`src/rtl/aos_stream_bridge.sv`:
```
// Register-addressed bridge between a simple bus port and the AOS core's AXI4-Stream ports,
// with input/output FIFOs. Define AOS_BRIDGE_IRQ_EN to enable the output-level interrupt.
module aos_stream_bridge #(
    parameter int AXI_DATA_WIDTH = 32,
    parameter int IN_NBYTE       = 1,
    parameter int FIFO_DEPTH     = 8
) (
    input  logic                      clk,
    input  logic                      rst,
    input  logic [1:0]                waddr_i,
    input  logic [AXI_DATA_WIDTH-1:0] wdata_i,
    input  logic [IN_NBYTE-1:0]       wkeep_i,
    input  logic                      wlast_i,
    input  logic                      wvalid_i,
    output logic                      wready_o,
    input  logic [1:0]                raddr_i,
    input  logic                      ren_i,
    output logic [AXI_DATA_WIDTH-1:0] rdata_o,
    output logic                      rvalid_o,
    output logic [IN_NBYTE*8-1:0]     m_axis_tdata,
    output logic                      m_axis_tvalid,
    input  logic                      m_axis_tready,
    output logic [IN_NBYTE-1:0]       m_axis_tkeep,
    output logic                      m_axis_tlast,
    input  logic [IN_NBYTE*8-1:0]     s_axis_tdata,
    input  logic                      s_axis_tvalid,
    output logic                      s_axis_tready,
    input  logic [IN_NBYTE-1:0]       s_axis_tkeep,
    input  logic                      s_axis_tlast,
    output logic [8:0]                frame_width_o,
    output logic                      irq_o
);
    localparam int DW = IN_NBYTE * 8;
    localparam int EW = DW + IN_NBYTE + 1;
    localparam int AW = $clog2(FIFO_DEPTH);
    localparam int CW = AW + 1;

    logic [EW-1:0] in_mem_q  [FIFO_DEPTH];
    logic [EW-1:0] out_mem_q [FIFO_DEPTH];
    logic [AW-1:0] in_wr_q, in_wr_d, in_rd_q, in_rd_d;
    logic [AW-1:0] out_wr_q, out_wr_d, out_rd_q, out_rd_d;
    logic [CW-1:0] in_cnt_q, in_cnt_d, out_cnt_q, out_cnt_d;
    logic          underflow_q, underflow_d;
    logic [8:0]    frame_width_q, frame_width_d;
    logic [7:0]    irq_thresh_q, irq_thresh_d;
    logic [AXI_DATA_WIDTH-1:0] rdata_q, rdata_d;
    logic          rvalid_q;

    logic          in_full, in_empty, out_full, out_empty;
    logic          ctrl_wr, flush, rd_data;
    logic          in_push, in_pop, out_push, out_pop;
    logic [EW-1:0] in_head, out_head;
    logic [31:0]   rd_word;

    assign in_full   = (in_cnt_q == CW'(FIFO_DEPTH));
    assign in_empty  = (in_cnt_q == '0);
    assign out_full  = (out_cnt_q == CW'(FIFO_DEPTH));
    assign out_empty = (out_cnt_q == '0);
    assign in_head   = in_mem_q[in_rd_q];
    assign out_head  = out_mem_q[out_rd_q];

    assign ctrl_wr  = wvalid_i && (waddr_i == 2'd3);
    assign flush    = ctrl_wr && wdata_i[31];
    assign rd_data  = ren_i && (raddr_i == 2'd1);
    // Flush wins over every same-cycle push and pop, on both sides.
    assign in_push  = wvalid_i && (waddr_i == 2'd0) && !in_full && !flush;
    assign in_pop   = !in_empty && m_axis_tready && !flush;
    assign out_push = s_axis_tvalid && !out_full && !flush;
    assign out_pop  = rd_data && !out_empty && !flush;

    assign wready_o      = (waddr_i == 2'd0) ? !in_full : 1'b1;
    assign m_axis_tvalid = !in_empty;
    assign m_axis_tdata  = in_empty ? '0 : in_head[DW-1:0];
    assign m_axis_tkeep  = in_empty ? '0 : in_head[DW+IN_NBYTE-1:DW];
    assign m_axis_tlast  = !in_empty && in_head[EW-1];
    assign s_axis_tready = !out_full;
    assign frame_width_o = frame_width_q;
    assign rdata_o       = rdata_q;
    assign rvalid_o      = rvalid_q;

    always_ff @(posedge clk) begin
        if (in_push) in_mem_q[in_wr_q] <= {wlast_i, wkeep_i, wdata_i[DW-1:0]};
        if (out_push) out_mem_q[out_wr_q] <= {s_axis_tlast, s_axis_tkeep, s_axis_tdata};
    end

    always_comb begin
        in_wr_d   = in_wr_q;
        in_rd_d   = in_rd_q;
        in_cnt_d  = in_cnt_q;
        out_wr_d  = out_wr_q;
        out_rd_d  = out_rd_q;
        out_cnt_d = out_cnt_q;
        if (flush) begin
            in_wr_d   = '0;
            in_rd_d   = '0;
            in_cnt_d  = '0;
            out_wr_d  = '0;
            out_rd_d  = '0;
            out_cnt_d = '0;
        end else begin
            if (in_push) in_wr_d = in_wr_q + 1'b1;
            if (in_pop)  in_rd_d = in_rd_q + 1'b1;
            if (in_push && !in_pop)      in_cnt_d = in_cnt_q + 1'b1;
            else if (!in_push && in_pop) in_cnt_d = in_cnt_q - 1'b1;
            if (out_push) out_wr_d = out_wr_q + 1'b1;
            if (out_pop)  out_rd_d = out_rd_q + 1'b1;
            if (out_push && !out_pop)      out_cnt_d = out_cnt_q + 1'b1;
            else if (!out_push && out_pop) out_cnt_d = out_cnt_q - 1'b1;
        end
    end

    always_comb begin
        underflow_d   = underflow_q;
        frame_width_d = frame_width_q;
        irq_thresh_d  = irq_thresh_q;
        if (ctrl_wr) begin
            frame_width_d = wdata_i[8:0];
            irq_thresh_d  = wdata_i[23:16];
            if (wdata_i[30]) underflow_d = 1'b0;
        end
        if (rd_data && out_empty) underflow_d = 1'b1;
    end

    // Read data reflects pre-edge state, so same-cycle writes are not yet visible.
    always_comb begin
        rd_word = '0;
        case (raddr_i)
            2'd1: begin
                if (!out_empty) begin
                    rd_word[DW-1:0] = out_head[DW-1:0];
                    rd_word[31]     = out_head[EW-1];
                end
            end
            2'd2: begin
                rd_word[7:0]  = 8'(in_cnt_q);
                rd_word[15:8] = 8'(out_cnt_q);
                rd_word[16]   = in_full;
                rd_word[17]   = out_empty;
                rd_word[18]   = underflow_q;
                rd_word[19]   = !out_empty && out_head[EW-1];
            end
            2'd3: begin
                rd_word[8:0]   = frame_width_q;
                rd_word[23:16] = irq_thresh_q;
            end
            default: rd_word = '0;
        endcase
        rdata_d = ren_i ? AXI_DATA_WIDTH'(rd_word) : rdata_q;
    end

    always_ff @(posedge clk) begin
        if (rst) begin
            in_wr_q       <= '0;
            in_rd_q       <= '0;
            in_cnt_q      <= '0;
            out_wr_q      <= '0;
            out_rd_q      <= '0;
            out_cnt_q     <= '0;
            underflow_q   <= 1'b0;
            frame_width_q <= 9'd128;
            irq_thresh_q  <= 8'd1;
            rdata_q       <= '0;
            rvalid_q      <= 1'b0;
        end else begin
            in_wr_q       <= in_wr_d;
            in_rd_q       <= in_rd_d;
            in_cnt_q      <= in_cnt_d;
            out_wr_q      <= out_wr_d;
            out_rd_q      <= out_rd_d;
            out_cnt_q     <= out_cnt_d;
            underflow_q   <= underflow_d;
            frame_width_q <= frame_width_d;
            irq_thresh_q  <= irq_thresh_d;
            rdata_q       <= rdata_d;
            rvalid_q      <= ren_i;
        end
    end

`ifdef AOS_BRIDGE_IRQ_EN
    logic irq_q, irq_d;

    // A zero threshold disables the level term; underflow alone can still raise it.
    assign irq_d = ((irq_thresh_q != 8'd0) && (int'(out_cnt_q) >= int'(irq_thresh_q)))
                   || underflow_q;

    always_ff @(posedge clk) begin
        if (rst) irq_q <= 1'b0;
        else     irq_q <= irq_d;
    end

    assign irq_o = irq_q;

    logic unused_bits;
    assign unused_bits = ^wdata_i;
`else
    assign irq_o = 1'b0;

    logic unused_bits;
    assign unused_bits = ^{wdata_i, irq_thresh_q};
`endif

endmodule

```
`config.mk`:
```
export PLATFORM = sky130hd
export DESIGN_NAME = aos_stream_bridge
export DESIGN_NICKNAME = d
export VERILOG_FILES = /design/src/rtl/aos_stream_bridge.sv
export SDC_FILE = /design/constraint.sdc
export NUM_CORES = 1
export LEC_CHECK = 0
export CORE_MARGIN = 2
export CORE_UTILIZATION = 28
export CTS_CLUSTER_SIZE = 30
export DETAILED_ROUTE_END_ITERATION = 6
export GPL_ROUTABILITY_DRIVEN = 0
export PLACE_DENSITY = 0.56
export SLEW_MARGIN = 10
export SYNTH_ARGS = -nofsm -noshare
export SYNTH_HDL_FRONTEND = slang
export SYNTH_SLANG_ARGS = --single-unit
```
`constraint.sdc`:
```
create_clock -name clk -period 3.57 [get_ports clk]
set_input_delay 1.071 -clock clk [delete_from_list [all_inputs] [get_ports clk]]
set_output_delay 1.071 -clock clk [all_outputs]
set_load 0.01 [all_outputs]
```
==> results.txt <==
The power density relative to cell area was 608 nW/µm²; the I/O pin count was 110. The library cell used most frequently in the layout, excluding fill and tap cells, is sky130_fd_sc_hd__edfxtp_1. For the number of post-CTS setup repair buffers, the log shows 0. The library cells used most frequently in the layout, excluding fill and tap cells, are sky130_fd_sc_hd__edfxtp_1 (152), sky130_fd_sc_hd__clkdlybuf4s50_1 (83), sky130_fd_sc_hd__dfxtp_1 (66), sky130_fd_sc_hd__nand2_1 (55), sky130_fd_sc_hd__buf_4 (45). For this design the static power due to leakage is 3.67 nW. The clock net in this run drives a total of 218 sinks. The tools report the largest clock skew in the final design as 21.5 ps.

The mean number of vias per cell came out at 4.58. The number of buffers and inverters on the critical path is 2. The final total negative setup slack was 0 ps. For this run, design rule violations remaining after detail routing come to 0. The logs give 0 for the final-report max-slew violation count and 5214 for the via count of the routed design.

The first TritonRoute pass finished after 4 iterations. TritonCTS built the clock tree. The global-route congestion overflow total is 0.

By startpoint and endpoint, the worst setup path is classified as flip-flop to output port. The top fanout value on the critical path is 20. The number of buffers inserted by port buffering is 83. In this run, CTS created clock tree buffers numbering 24.

The logs give 0.125 for the overall track demand over capacity in global routing and 0 for the max-capacitance violation count. After detailed routing, the average wire length per cell comes to 18.0 µm. After synthesis the netlist holds a flip-flop and latch count of 218.

Traced cell by cell, the critical path runs through buf_12 -> mux4_2 -> mux2i_1 -> nor2_1 -> clkdlybuf4s50_1. The number of H-tree branching levels was 1. The longest clock path from root to sink contains 3 buffers.

For this block, the initial DRC count from the detailed router was 328. The logs give 0.285 for the initial standard-cell utilization of the core and 288 MHz for the maximum frequency from static timing analysis. The insertion delay to the later sink of the worst-skew pair was 510 ps. The path class of the tightest hold or removal check is flip-flop to flip-flop. For the worst setup path, the data required time is 2500 ps. The first global-routing pass estimated 31500 µm of wire.

The width of the die is 181 µm. The slowest cell on the critical path was sky130_fd_sc_hd__mux4_2. Yosys mapped a number of flops with a built-in enable equal to 152. The tightest slew margin relative to the limit was 0.485. The type of origin of the critical path was a flip-flop. The run gives 0 as the number of hold violations in the final report. The tools report the type of destination of the critical path as an output port.

The run gives 5244 as the via count of the first global-routing pass. The number of antenna diodes in the final layout is 0. In the synthesized netlist the dominant register cell turns out to be sky130_fd_sc_hd__edfxtp_1. Entering global routing, the biggest net connects 35 pins. The largest stage delay on the critical path was 520 ps. The portion of the clock cycle consumed by the worst path in the final layout is 0.972. The run gives 32600 µm² as the area of the die. After floorplanning, the core was divided into 64 placement rows. Each instance of the synthesized netlist takes up on average 14.5 µm². Clock tree synthesis selected as its root buffer the cell sky130_fd_sc_hd__clkbuf_16. In the final design database the tool counted 791 nets. For this run, the number of Yosys warnings is 0. Register-to-register setup slack: 780 ps. The post-layout minimum cycle time was 3470 ps; the share of flip-flops with an asynchronous set or reset was 0. The run finished with clean final reports. Summing every instance area after synthesis gives 8730 µm². The routed design has 20500 µm of wire.

The clock input transition at the sequential cells of the worst setup and hold paths came out at 60 ps. The total area inside the core boundary comes to 30700 µm². Kind of cell adding the most delay to the critical path: multiplexers.

The worst ir drop on vdd is 309 µV. The measured slew at the worst slew-check pin came out at 771 ps. Setup repair after global routing left no endpoint under its margin.

The tools report the post-synthesis cell type count as 39. The run gives 0 as the setup violation total in the final timing report. The half-perimeter wire length after placement is 13600 µm, and the area added between synthesis and finish is 26.4%. Share of the core filled with cells: 0.360. The register area share after synthesis was 0.674; the data arrival time of the worst path was 2400 ps. The initial antenna violation count is 1, and the number of standard cells after synthesis is 600. The detail route stage leaves a number of antenna-violating nets equal to 0. The ratio of cells with drive above 1 in the final layout works out to 0.157.

The y dimension of the die works out to 181 µm.
path summary, 6_finish.rpt:
check / startpoint / to / cells past startpoint
min reg2reg: underflow_q / underflow_q / 2
max reg2reg: out_cnt_q[0] / out_cnt_q[3] / 10
min: underflow_q / underflow_q / 2
max: flip-flop / m_axis_tdata[6] / 5
worst register-to-register path, stage by stage (launching register included):
cell and delay [ps]:
sky130_fd_sc_hd__dfxtp_1 370, sky130_fd_sc_hd__or4_1 650, sky130_fd_sc_hd__and2_1 210, sky130_fd_sc_hd__nand2_1 80, sky130_fd_sc_hd__ha_1 170, sky130_fd_sc_hd__inv_1 90
sky130_fd_sc_hd__ha_1 310, sky130_fd_sc_hd__a21oi_1 180, sky130_fd_sc_hd__a211oi_1 100, sky130_fd_sc_hd__a31oi_1 170, sky130_fd_sc_hd__mux2_2 350
registers in the layout (all words and copies together) (netlist names), 4 cells and up, named ones only:
signal	count
out_cnt_q	4
rdata_o	21
in_mem_q	80
in_cnt_q	4
frame_width_o	9
out_mem_q	72
irq_thresh_q	8
what timing repair did:
item / in CTS / in global routing
gates resized for setup: 0 / 1
endpoints found under the setup margin: 0 / 1
hold buffers: 0 / 0
where the power goes:
group	internal [mW]	switching [mW]	total [mW]
clock network	1.44	0.960	2.40
registers	2.84	0.124	2.97
logic	0.701	0.644	1.35
total	4.99	1.73	6.71
per-layer routing:
metal | GRT usage | routed length, µm
met5 | 0 | 0
met4 | 0.0271 | 420
met3 | 0.0232 | 1280
met2 | 0.202 | 9400
met1 | 0.177 | 9360
layout make-up:
class | instances | area (µm²)
well taps | 396 | 495
inverters | 6 | 22.5
fillers | 2932 | 19600
flip-flops and latches | 218 | 5890
clock inverters | 8 | 70.1
repair buffers | 129 | 1190
clock buffers | 36 | 708
multi-input cells | 346 | 2670
cell usage after synthesis (2+ instances only):
master,n,area (µm²)
sky130_fd_sc_hd__nor3_1,8,40.0
sky130_fd_sc_hd__or4b_4,2,27.5
sky130_fd_sc_hd__buf_4,14,105
sky130_fd_sc_hd__xnor2_1,5,43.8
sky130_fd_sc_hd__and2_1,3,18.8
sky130_fd_sc_hd__o221ai_1,4,35.0
sky130_fd_sc_hd__clkbuf_1,21,78.8
sky130_fd_sc_hd__xor2_1,7,61.3
sky130_fd_sc_hd__nor4_1,3,18.8
sky130_fd_sc_hd__nor2_1,43,161
sky130_fd_sc_hd__mux2i_1,38,380
sky130_fd_sc_hd__mux4_1,5,131
sky130_fd_sc_hd__nand2_1,55,206
sky130_fd_sc_hd__a22oi_1,8,60.1
sky130_fd_sc_hd__fa_1,2,40.0
sky130_fd_sc_hd__nand3_1,25,125
sky130_fd_sc_hd__buf_1,2,7.51
sky130_fd_sc_hd__a31oi_1,7,43.8
sky130_fd_sc_hd__o21ai_0,6,30.0
sky130_fd_sc_hd__nor2b_1,8,50.1
sky130_fd_sc_hd__buf_2,3,15.0
sky130_fd_sc_hd__nand2b_1,16,100
sky130_fd_sc_hd__a21oi_1,34,170
sky130_fd_sc_hd__mux4_2,25,563
sky130_fd_sc_hd__nand4_1,4,25.0
sky130_fd_sc_hd__inv_1,6,22.5
sky130_fd_sc_hd__a211oi_1,3,22.5
sky130_fd_sc_hd__edfxtp_1,152,4560
sky130_fd_sc_hd__dfxtp_1,66,1320
sky130_fd_sc_hd__and3_1,3,18.8
sky130_fd_sc_hd__mux2_2,5,56.3
sky130_fd_sc_hd__ha_1,10,125
logic make-up after synthesis:
kind of cell / after synthesis / synth area share
compound gates: 63 / 0.0424
xor+xnor: 12 / 0.0120
fa+ha+maj: 12 / 0.0189
buf+inv: 47 / 0.0275
flops: 218 / 0.674
mux: 73 / 0.130
other cells: 1 / 0.000430
simple gates: 174 / 0.0948
through the flow:
step	cell area, µm²	setup slack (ps)	total power, mW	cells	hold WS (ps)
final	11000	101	6.71	1139	455
after global placement	10300	-50.2	4.38	1095	443
after global routing	11000	26.0	7.01	1139	485
after floorplan	8770	408	3.81	611	433
after detailed placement	10300	-36.2	4.39	1095	450
after CTS	11000	80.6	6.81	1139	458
No activity file was read; power rests on OpenSTA's default activity.
